[config.mk]
export PLATFORM = sky130hd
export DESIGN_NAME = rgb2hsv_pipe_flat
export DESIGN_NICKNAME = d
export VERILOG_FILES = /design/src/rtl/rgb2hsv_pipe_if.sv /design/src/rtl/rgb2hsv_pipe.sv /design/src/flat_wrapper.sv
export SDC_FILE = /design/constraint.sdc
export NUM_CORES = 1
export LEC_CHECK = 0
export BUFFER_PORTS_ARGS = -buffer_cell sky130_fd_sc_hd__buf_2
export CORE_MARGIN = 2
export CORE_UTILIZATION = 42
export DETAILED_ROUTE_END_ITERATION = 10
export SLEW_MARGIN = 40
export SYNTH_ARGS = -nofsm -noshare
export SYNTH_HDL_FRONTEND = slang
export SYNTH_SLANG_ARGS = --single-unit
[constraint.sdc]
create_clock -name pclk -period 6 [get_ports pclk]
set_input_delay 0.3 -clock pclk [delete_from_list [all_inputs] [get_ports pclk]]
set_output_delay 0.3 -clock pclk [all_outputs]
set_load 0.05 [all_outputs]
[src/rtl/rgb2hsv_pipe_if.sv]
// rgb2hsv_pipe_if
// Pixel stream bundle for the RGB-to-HSV converter.
//   ce        : pipeline clock enable (driven by the stream source)
//   in_valid  : input pixel qualifier
//   in_rgb    : {R, G, B}, R in the MSBs, DW bits per component
//   in_sb     : sideband bits aligned to in_rgb
//   out_valid : output qualifier
//   out_h     : hue (half-degrees or degrees, 9 bits)
//   out_s     : saturation, DW bits
//   out_v     : value, DW bits
//   out_sb    : in_sb delayed to match the pixel
// master = pixel source / sink side, slave = converter side.
interface rgb2hsv_pipe_if #(
    parameter int DW  = 8,
    parameter int SBW = 3
);
    logic            ce;
    logic            in_valid;
    logic [3*DW-1:0] in_rgb;
    logic [SBW-1:0]  in_sb;
    logic            out_valid;
    logic [8:0]      out_h;
    logic [DW-1:0]   out_s;
    logic [DW-1:0]   out_v;
    logic [SBW-1:0]  out_sb;

    modport master (
        output ce, in_valid, in_rgb, in_sb,
        input  out_valid, out_h, out_s, out_v, out_sb
    );

    modport slave (
        input  ce, in_valid, in_rgb, in_sb,
        output out_valid, out_h, out_s, out_v, out_sb
    );
endinterface

[src/rtl/rgb2hsv_pipe.sv]
// rgb2hsv_pipe
// Fully pipelined RGB-to-HSV converter, one pixel per enabled clock.
// Latency is DW+4 enabled cycles: input register, max/min/delta,
// dividend/divisor/base setup, DW restoring-divider stages (one quotient
// bit each, S and H lanes in parallel), hue combine + output register.
// Ports:
//   pclk : pixel clock, rising edge
//   rst  : synchronous active-high reset; clears valid chain and outputs
//   bus  : rgb2hsv_pipe_if slave (ce, in_*, out_*)
// Parameters: DW component width (6..12), SBW sideband width,
//   HUE_MODE 0 = half-degrees (0..179), 1 = degrees (0..359).
module rgb2hsv_pipe #(
    parameter int DW       = 8,
    parameter int SBW      = 3,
    parameter int HUE_MODE = 0
) (
    input logic           pclk,
    input logic           rst,
    rgb2hsv_pipe_if.slave bus
);
    // Dividend width covers M*delta (< 2^(2*DW)) and 60*d with headroom.
    localparam int            XW   = 2 * DW + 6;
    localparam logic [XW-1:0] MAXC = XW'((1 << DW) - 1);

    function automatic logic [DW-1:0] max3(input logic [DW-1:0] a, input logic [DW-1:0] b,
                                           input logic [DW-1:0] c);
        logic [DW-1:0] m;
        m = (a > b) ? a : b;
        return (c > m) ? c : m;
    endfunction

    function automatic logic [DW-1:0] min3(input logic [DW-1:0] a, input logic [DW-1:0] b,
                                           input logic [DW-1:0] c);
        logic [DW-1:0] m;
        m = (a < b) ? a : b;
        return (c < m) ? c : m;
    endfunction

    // One restoring step: subtract den<<sh if it fits, shift the bit into q.
    function automatic logic [XW+DW-1:0] div_step(input logic [XW-1:0] rem,
                                                  input logic [DW-1:0] den,
                                                  input logic [DW-1:0] q,
                                                  input int            sh);
        logic [XW-1:0] trial;
        trial = XW'(den) << sh;
        if (rem >= trial) return {rem - trial, q[DW-2:0], 1'b1};
        else              return {rem, q[DW-2:0], 1'b0};
    endfunction

    // 360 - 0 arises when the wrap-side difference is tiny; fold it to 0.
    function automatic logic [8:0] hue_deg(input logic [8:0] base, input logic neg,
                                           input logic [8:0] q);
        logic [8:0] t;
        t = neg ? (base - q) : (base + q);
        return (t >= 9'd360) ? (t - 9'd360) : t;
    endfunction

    // Stage p0: input register
    logic [DW-1:0]  r_p0, g_p0, b_p0;
    logic [SBW-1:0] sb_p0;
    logic           vld_p0;

    always_ff @(posedge pclk) begin
        if (rst)         vld_p0 <= 1'b0;
        else if (bus.ce) vld_p0 <= bus.in_valid;
    end

    always_ff @(posedge pclk) begin
        if (bus.ce) begin
            {r_p0, g_p0, b_p0} <= bus.in_rgb;
            sb_p0              <= bus.in_sb;
        end
    end

    // Stage p1: max / min / delta
    logic [DW-1:0]  r_p1, g_p1, b_p1, mx_p1, dl_p1;
    logic [SBW-1:0] sb_p1;
    logic           vld_p1;

    always_ff @(posedge pclk) begin
        if (rst)         vld_p1 <= 1'b0;
        else if (bus.ce) vld_p1 <= vld_p0;
    end

    always_ff @(posedge pclk) begin
        if (bus.ce) begin
            r_p1  <= r_p0;
            g_p1  <= g_p0;
            b_p1  <= b_p0;
            mx_p1 <= max3(r_p0, g_p0, b_p0);
            dl_p1 <= max3(r_p0, g_p0, b_p0) - min3(r_p0, g_p0, b_p0);
            sb_p1 <= sb_p0;
        end
    end

    // Stage p2: hue base/sign select, dividend/divisor setup
    logic [8:0]    base_c;
    logic          neg_c;
    logic [DW-1:0] d_c;

    always_comb begin
        base_c = 9'd0;
        neg_c  = 1'b0;
        d_c    = '0;
        if (dl_p1 != '0) begin
            if (mx_p1 == r_p1) begin
                if (g_p1 >= b_p1) begin
                    d_c = g_p1 - b_p1;
                end else begin
                    base_c = 9'd360;
                    neg_c  = 1'b1;
                    d_c    = b_p1 - g_p1;
                end
            end else if (mx_p1 == g_p1) begin
                base_c = 9'd120;
                if (b_p1 >= r_p1) begin
                    d_c = b_p1 - r_p1;
                end else begin
                    neg_c = 1'b1;
                    d_c   = r_p1 - b_p1;
                end
            end else begin
                base_c = 9'd240;
                if (r_p1 >= g_p1) begin
                    d_c = r_p1 - g_p1;
                end else begin
                    neg_c = 1'b1;
                    d_c   = g_p1 - r_p1;
                end
            end
        end
    end

    logic [XW-1:0]  s_num_p2, h_num_p2;
    logic [DW-1:0]  s_den_p2, h_den_p2, v_p2;
    logic [8:0]     base_p2;
    logic           neg_p2;
    logic [SBW-1:0] sb_p2;
    logic           vld_p2;

    always_ff @(posedge pclk) begin
        if (rst)         vld_p2 <= 1'b0;
        else if (bus.ce) vld_p2 <= vld_p1;
    end

    // A zero divisor becomes 1 with a zero dividend, so the quotient is 0.
    always_ff @(posedge pclk) begin
        if (bus.ce) begin
            s_num_p2 <= (mx_p1 == '0) ? '0 : XW'(dl_p1) * MAXC;
            s_den_p2 <= (mx_p1 == '0) ? DW'(1) : mx_p1;
            h_num_p2 <= (dl_p1 == '0) ? '0 : XW'(d_c) * XW'(60);
            h_den_p2 <= (dl_p1 == '0) ? DW'(1) : dl_p1;
            base_p2  <= base_c;
            neg_p2   <= neg_c;
            v_p2     <= mx_p1;
            sb_p2    <= sb_p1;
        end
    end

    // Stages pd[0..DW-1]: restoring divider, quotient bit DW-1-k at stage k
    for (genvar k = 0; k < DW; k++) begin : g_div
        logic [XW-1:0]  s_rem_in, h_rem_in, s_rem_pd, h_rem_pd;
        logic [DW-1:0]  s_den_in, h_den_in, s_q_in, h_q_in, v_in;
        logic [DW-1:0]  s_den_pd, h_den_pd, s_q_pd, h_q_pd, v_pd;
        logic [8:0]     base_in, base_pd;
        logic           neg_in, neg_pd, vld_in, vld_pd;
        logic [SBW-1:0] sb_in, sb_pd;

        if (k == 0) begin : g_first
            assign s_rem_in = s_num_p2;
            assign h_rem_in = h_num_p2;
            assign s_den_in = s_den_p2;
            assign h_den_in = h_den_p2;
            assign s_q_in   = '0;
            assign h_q_in   = '0;
            assign v_in     = v_p2;
            assign base_in  = base_p2;
            assign neg_in   = neg_p2;
            assign vld_in   = vld_p2;
            assign sb_in    = sb_p2;
        end else begin : g_next
            assign s_rem_in = g_div[k-1].s_rem_pd;
            assign h_rem_in = g_div[k-1].h_rem_pd;
            assign s_den_in = g_div[k-1].s_den_pd;
            assign h_den_in = g_div[k-1].h_den_pd;
            assign s_q_in   = g_div[k-1].s_q_pd;
            assign h_q_in   = g_div[k-1].h_q_pd;
            assign v_in     = g_div[k-1].v_pd;
            assign base_in  = g_div[k-1].base_pd;
            assign neg_in   = g_div[k-1].neg_pd;
            assign vld_in   = g_div[k-1].vld_pd;
            assign sb_in    = g_div[k-1].sb_pd;
        end

        always_ff @(posedge pclk) begin
            if (rst)         vld_pd <= 1'b0;
            else if (bus.ce) vld_pd <= vld_in;
        end

        always_ff @(posedge pclk) begin
            if (bus.ce) begin
                {s_rem_pd, s_q_pd} <= div_step(s_rem_in, s_den_in, s_q_in, DW - 1 - k);
                {h_rem_pd, h_q_pd} <= div_step(h_rem_in, h_den_in, h_q_in, DW - 1 - k);
                s_den_pd           <= s_den_in;
                h_den_pd           <= h_den_in;
                v_pd               <= v_in;
                base_pd            <= base_in;
                neg_pd             <= neg_in;
                sb_pd              <= sb_in;
            end
        end
    end

    // Stage p3: hue combine + output register
    logic [8:0] deg_c;
    logic [8:0] hue_c;

    always_comb begin
        deg_c = hue_deg(g_div[DW-1].base_pd, g_div[DW-1].neg_pd, 9'(g_div[DW-1].h_q_pd));
        hue_c = (HUE_MODE != 0) ? deg_c : {1'b0, deg_c[8:1]};
    end

    always_ff @(posedge pclk) begin
        if (rst) begin
            bus.out_valid <= 1'b0;
            bus.out_h     <= '0;
            bus.out_s     <= '0;
            bus.out_v     <= '0;
            bus.out_sb    <= '0;
        end else if (bus.ce) begin
            bus.out_valid <= g_div[DW-1].vld_pd;
            bus.out_h     <= hue_c;
            bus.out_s     <= g_div[DW-1].s_q_pd;
            bus.out_v     <= g_div[DW-1].v_pd;
            bus.out_sb    <= g_div[DW-1].sb_pd;
        end
    end
endmodule

[src/flat_wrapper.sv]
// flat-port wrapper written by rule: the top's interface ports become plain ports
module rgb2hsv_pipe_flat 
#(
    parameter int DW       = 8,
    parameter int SBW      = 3,
    parameter int HUE_MODE = 0
)
  (pclk, rst, bus_ce, bus_in_valid, bus_in_rgb, bus_in_sb, bus_out_valid, bus_out_h, bus_out_s, bus_out_v, bus_out_sb);
  rgb2hsv_pipe_if #(.DW(DW), .SBW(SBW)) bus_i ();
  input logic pclk;
  input logic rst;
  input wire logic [$bits(bus_i.ce)-1:0] bus_ce;
  input wire logic [$bits(bus_i.in_valid)-1:0] bus_in_valid;
  input wire logic [$bits(bus_i.in_rgb)-1:0] bus_in_rgb;
  input wire logic [$bits(bus_i.in_sb)-1:0] bus_in_sb;
  output wire logic [$bits(bus_i.out_valid)-1:0] bus_out_valid;
  output wire logic [$bits(bus_i.out_h)-1:0] bus_out_h;
  output wire logic [$bits(bus_i.out_s)-1:0] bus_out_s;
  output wire logic [$bits(bus_i.out_v)-1:0] bus_out_v;
  output wire logic [$bits(bus_i.out_sb)-1:0] bus_out_sb;
  assign bus_i.ce = bus_ce;
  assign bus_i.in_valid = bus_in_valid;
  assign bus_i.in_rgb = bus_in_rgb;
  assign bus_i.in_sb = bus_in_sb;
  assign bus_out_valid = bus_i.out_valid;
  assign bus_out_h = bus_i.out_h;
  assign bus_out_s = bus_i.out_s;
  assign bus_out_v = bus_i.out_v;
  assign bus_out_sb = bus_i.out_sb;
  rgb2hsv_pipe #(.DW(DW), .SBW(SBW), .HUE_MODE(HUE_MODE)) u_core (.pclk(pclk), .rst(rst), .bus(bus_i));
endmodule
**Word-level counts from Yosys, hierarchy flattened**

Cells that the tools add are included.

- Flip-flop bits (word level): 892
- Bits of input ports: 31

- Add/sub/neg operators: 24
- Multiply operators: 2
- $lt $le $gt $ge: 24
- Equal/unequal tests: 2
- Multiplexer cells: 36
- Reductions and logical operators: 3

Operator list:

| cell | count |
|---|---|
| 30-bit two-way mux | 14 |
| 8-bit two-way mux | 11 |
| 8-bit subtractor | 7 |
| 22-bit by 10-bit >= comparator with 1-bit output | 2 |
| 22-bit by 11-bit >= comparator with 1-bit output | 2 |
| 22-bit by 12-bit >= comparator with 1-bit output | 2 |
| 22-bit by 13-bit >= comparator with 1-bit output | 2 |
| 22-bit by 14-bit >= comparator with 1-bit output | 2 |
| 22-bit by 15-bit >= comparator with 1-bit output | 2 |
| 22-bit by 8-bit >= comparator with 1-bit output | 2 |
| 22-bit by 9-bit >= comparator with 1-bit output | 2 |
| 22-bit by 10-bit subtractor with 22-bit output | 2 |
| 22-bit by 11-bit subtractor with 22-bit output | 2 |
| 22-bit by 12-bit subtractor with 22-bit output | 2 |
| 22-bit by 13-bit subtractor with 22-bit output | 2 |
| 22-bit by 14-bit subtractor with 22-bit output | 2 |
| 22-bit by 15-bit subtractor with 22-bit output | 2 |
| 22-bit by 9-bit subtractor with 22-bit output | 2 |
| 9-bit two-way mux | 4 |
| 8-bit >= comparator | 3 |
| 8-bit == test | 2 |
| 8-bit greater-than comparator | 2 |
| 8-bit logical NOT | 2 |
| 8-bit less-than comparator | 2 |
| other kinds (8) | 14 |

**Logic depth before layout (Yosys ltp)**

- Depth after elaboration: 6
- Gate-level depth with buffers: 28

**Least setup slack after synthesis**

Ideal clock, no wire load.

- Path kind: register -> register
- From: reg u_core.r_p1[0]
- To: reg u_core.h_num_p2[12], in the netlist u_core.g_div[0].h_rem_in[12] (data pin)
- Data arrival time: 5,148 ps
- Required time: 5,734 ps
- Setup slack: 586 ps
- Stages on the path, launching flop included: 28
- Period minus slack after synthesis: 5,414 ps
- Path through: edfxtp_1 inv_1 ha_1 inv_1 fa_1 a21o_1 a2111oi_2 o31ai_1 mux2_2 a211oi_2 xnor2_1 o221a_2 nand2_1 mux2i_1 ha_1 inv_1 fa_1 inv_1 ha_1 inv_1 nor2_1 nor2_1 o21bai_1 a21oi_1 o21bai_1 a21oi_1 xor2_1 nor2_1

- Cells in the longest elaborated chain, start to end: 6
- Elaborated cells between the ends (all ways): 13

RTL lines:

| what | RTL line | text |
|---|---|---|
| start, declared | rgb2hsv_pipe.sv:76 | `logic [DW-1:0] r_p1, g_p1, b_p1, mx_p1, dl_p1;` |
| start signal, assigned | rgb2hsv_pipe.sv:87 | `r_p1 <= r_p0;` |
| 8-bit subtractor, or another cell as far along | rgb2hsv_pipe.sv:128 | `d_c = g_p1 - r_p1;` |
| 8-bit two-way mux (on tied branches) | rgb2hsv_pipe.sv:124, rgb2hsv_pipe.sv:116 |  |
| 8-bit two-way mux | rgb2hsv_pipe.sv:114 | `end else if (mx_p1 == g_p1) begin` |
| 8-bit two-way mux (*) | rgb2hsv_pipe.sv:106 | `if (mx_p1 == r_p1) begin` |
| 8-bit two-way mux (*) | rgb2hsv_pipe.sv:105 | `if (dl_p1 != '0) begin` |
| 8-bit by 4-bit multiplier with 12-bit output (*) | rgb2hsv_pipe.sv:151 | `h_num_p2 <= (dl_p1 == '0) ? '0 : XW'(d_c) * XW'(60);` |
| end signal, assigned | rgb2hsv_pipe.sv:151 |  |
| end, declared | rgb2hsv_pipe.sv:134 | `logic [XW-1:0] s_num_p2, h_num_p2;` |

Every way passes the cells marked *; elsewhere a longest branch is shown, timed or not.
A chain may end at the register's enable or synchronous reset.

**Worst setup path after layout**

Same ends and word-level chain as after synthesis.

==> flow_metrics.py <==
metrics = {
    "outcome": {
        "status": "finished clean",
    },
    "sta": {
        "timing.fmax_mhz": 177,
        "finalHoldViolations": 0,
        "relSlewSlack_pct": 47.6,
        "setup_viol": 0,
        "period_share_pct": 94.0,
        "hold_ws_ns": 0.101,
        "report.final.slew_viol_count": 0,
        "tightest_slew_ns": 0.786,
        "period_needed_ns": 5.64,
        "rsz0062_at_grt": "yes",
        "setup_ws_ns": 0.363,
        "finalSetupTns_ns": 0,
        "skew_ns": 0.0201,
    },
    "finish": {
        "fin_area_um2": 44600,
        "multi_input_area_um2": 14800,
        "layout-drive-gt1-share_pct": 8.69,
        "fin_cells": 4591,
        "seq_area_um2": 23200,
        "post-route-util_pct": 47.9,
        "nFillCells": 8277,
        "area_growth_syn_to_layout_pct": 13.3,
        "nets": 3623,
    },
    "pwr": {
        "fin_total_pwr_mw": 26.3,
        "leakage_nw": 17.5,
        "vdd_ir_drop_max_mv": 1.25,
        "powerDensity_nw_per_um2": 590,
    },
    "clock_tree": {
        "clk_latency_ns": 0.64,
        "clkTransAtPathRegs_ns": 0.06,
        "clkSinkCount": 784,
        "cts_htree_levels": 3,
        "root_buffer": "clkbuf_16",
        "cts_buffers": 85,
        "cts.path.max_buffers": 3,
        "cts_tree": "done",
    },
    "synthesis": {
        "yosysTopAreaCell": "edfxtp_1",
        "synth_most_common_cell": "edfxtp_1",
        "synth_cell_types": 77,
        "synth_edf_count": 745,
        "syn_nets": 3468,
        "netlist_instances": 3111,
        "ys_seq_area_share_pct": 58.8,
        "synth-async-reset-ratio_pct": 0,
        "synthTopCellsByCount": "edfxtp_1 (745), inv_1 (342), ha_1 (265)",
        "synth_ff_type": "edfxtp_1",
        "syn_area_per_cell_um2": 12.6,
        "synth_warnings": 0,
        "syn-cell-area_um2": 39300,
        "synth_top_area_share_pct": 56.9,
        "ys_ff_latch": 784,
        "synth_area_leaders": "edfxtp_1 (57%), ha_1 (8.4%), inv_1 (3.3%), fa_1 (3.1%), xor2_1 (2.7%)",
    },
    "drt": {
        "vias_per_cell": 4.90,
        "drtAntennaViolNets": 0,
        "drt_pass1_iterations": 4,
        "drt-initial-drc-count": 1123,
        "drt_wl_total_um": 68500,
        "vias": 22491,
        "wl_per_cell_um": 14.9,
        "drc_errors": 0,
    },
    "die": {
        "start_util_pct": 42.3,
        "rows": 112,
        "io_pins": 60,
        "die_w_um": 310,
        "die_h_um": 310,
        "dieArea_um2": 96100,
        "fp.coreArea_um2": 93000,
    },
    "grt": {
        "grt_start_max_net_pins": 174,
        "grt_pass1_vias": 22859,
        "grt_pass1_wl_um": 115000,
        "met3_usage_pct": 2.51,
        "grt.busiest_layer": "met2",
        "track_usage_pct": 14.7,
        "use_met1_pct": 18.4,
        "use_met2_pct": 25.4,
        "grt_overflow": 0,
        "antenna_found_initial": 1,
    },
    "critical_path": {
        "r2r-start": "u_core.r_p1[0]",
        "critPathKind": "flip-flop to flip-flop",
        "end_kind": "flip-flop",
        "startpoint_type": "flip-flop",
        "r2r_cells": 27,
        "worstPathMaxFanout": 5,
        "r2r_end": "u_core.g_div[0].h_rem_in[12]",
        "cp.required_ns": 6.39,
        "crit_arrival_ns": 6.02,
        "reg2reg_setup_slack_ns": 0.36,
    },
    "placed_design": {
        "dp_hpwl_um": 49000,
        "place_area_um2": 41300,
        "dp_cells": 4396,
        "io_buffers": 58,
        "post-place-ws_ns": 0.190,
        "gp_congestion": 0.906,
    },
    "flow_run": {
        "max_cap_viol_count": 0,
    },
    "worst_hold_path": {
        "holdPathStages": 1,
        "hold_class": "primary input to flip-flop",
        "hp-start": "bus_ce",
        "holdPathEnd": "u_core.g_div[0].s_rem_pd[17]",
    },
}
-- per-layer routing --
| metal | vias to the layer above | routed length [um] | share of wire, % |
|---|---|---|---|
| met1 | 10542 | 30800 | 45 |
| li1 | 11525 | - | - |
| met3 | 147 | 1980 | 2.9 |
| met5 | - | 0 | 0 |
| met2 | 277 | 33100 | 48 |
| met4 | 0 | 2620 | 3.8 |
-- critical path, cell delays in order (launching register included) --
cell,delay (ns)
edfxtp_1,0.44
inv_1,0.10
ha_1,0.16
inv_1,0.06
fa_1,0.40
a21o_1,0.22
a2111oi_4,0.38
o31ai_1,0.16
mux2_2,0.32
a211oi_4,0.25
xnor2_1,0.11
o221a_2,0.28
nand2_2,0.14
mux2i_1,0.10
ha_1,0.28
inv_1,0.06
fa_1,0.53
inv_1,0.04
ha_1,0.28
inv_1,0.10
nor2_1,0.05
nor2_1,0.15
o21bai_1,0.11
a21oi_2,0.18
o21bai_1,0.10
a21oi_2,0.16
xor2_1,0.18
nor2_1,0.06
-- registers in the layout, indices dropped and copies added, names as in the netlist, 16 cells and up --
name and flops:
u_core.g_div.s_rem_pd 154, u_core.g_div.h_den_pd 56, u_core.g_div.v_pd 64, u_core.g_div.s_q_pd 36, u_core.g_div.h_q_pd 36, u_core.g_div.sb_pd 24
u_core.g_div.s_den_pd 56, u_core.g_div.h_rem_pd 140, u_core.g_div.s_rem_in 16, u_core.g_div.base_pd 40
-- worst max path at each step --
| stage | start | end | slack (ns) | cells after the start |
|---|---|---|---|---|
| finish | u_core.r_p1[0] | u_core.g_div[0].h_rem_in[12] | 0.36 | 27 |
| global route | u_core.r_p1[0] | u_core.g_div[0].h_rem_in[12] | -0.05 | 27 |
| CTS | u_core.r_p1[0] | u_core.g_div[0].h_rem_in[12] | 0.1 | 27 |
| detailed placement | u_core.r_p1[0] | u_core.g_div[0].h_rem_in[12] | 0.19 | 27 |
| global placement | u_core.r_p1[0] | u_core.g_div[0].h_rem_in[12] | 0.27 | 27 |
| floorplan | u_core.r_p1[0] | u_core.g_div[0].h_rem_in[12] | 0.59 | 27 |
-- placed cells by master (no fill, tap or decap), types with 55 or more instances in the layout --
cell type and count:
xnor2_1 108, buf_2 57, ha_1 265, edfxtp_1 745, nor2b_1 55, nor3_1 80, o21ai_0 148, a21oi_1 114
xor2_1 122, mux2i_1 76, inv_1 342, clkbuf_16 87, nor2_1 213, nand2_1 167, fa_1 61
-- power by group --
| group | switching, mW | internal [mW] | leakage (nW) |
|---|---|---|---|
| logic | 6.85 | 5.43 | 8.61 |
| registers | 0.711 | 8.01 | 7.50 |
| clock network | 2.09 | 3.20 | 1.40 |
| total | 9.66 | 16.6 | 17.5 |
-- cells by family (layout without fill, tap and decap cells) --
logic type | Yosys count | after routing | synth area share (%)
XOR/XNOR | 230 | 230 | 5.12
AND/OR/NAND/NOR | 785 | 785 | 10.1
buffers and inverters | 391 | 616 | 3.78
multiplexers | 106 | 106 | 2.79
AO/OA/AOI/OAI | 487 | 487 | 7.84
adder cells (fa/ha/maj) | 327 | 327 | 11.6
flip-flops | 784 | 784 | 58.8
other | 1 | 2 | 0.00953
-- timing repair --
item	in CTS	in global routing
buffers inserted	0	6
hold endpoints to repair	28	0
setup endpoints to repair	0	5
gates resized for setup	0	9
hold buffers	28	0
-- cell type report --
cell class | count | area share, %
well taps | 1254 | 3.52
diodes | 1 | 0.00561
flip-flops and latches | 784 | 51.9
repair buffers | 117 | 2.08
clock inverters | 45 | 1.26
inverters | 342 | 2.88
clock buffers | 112 | 5.18
multi-input cells | 1936 | 33.1
No activity file was read; power rests on OpenSTA's default activity.
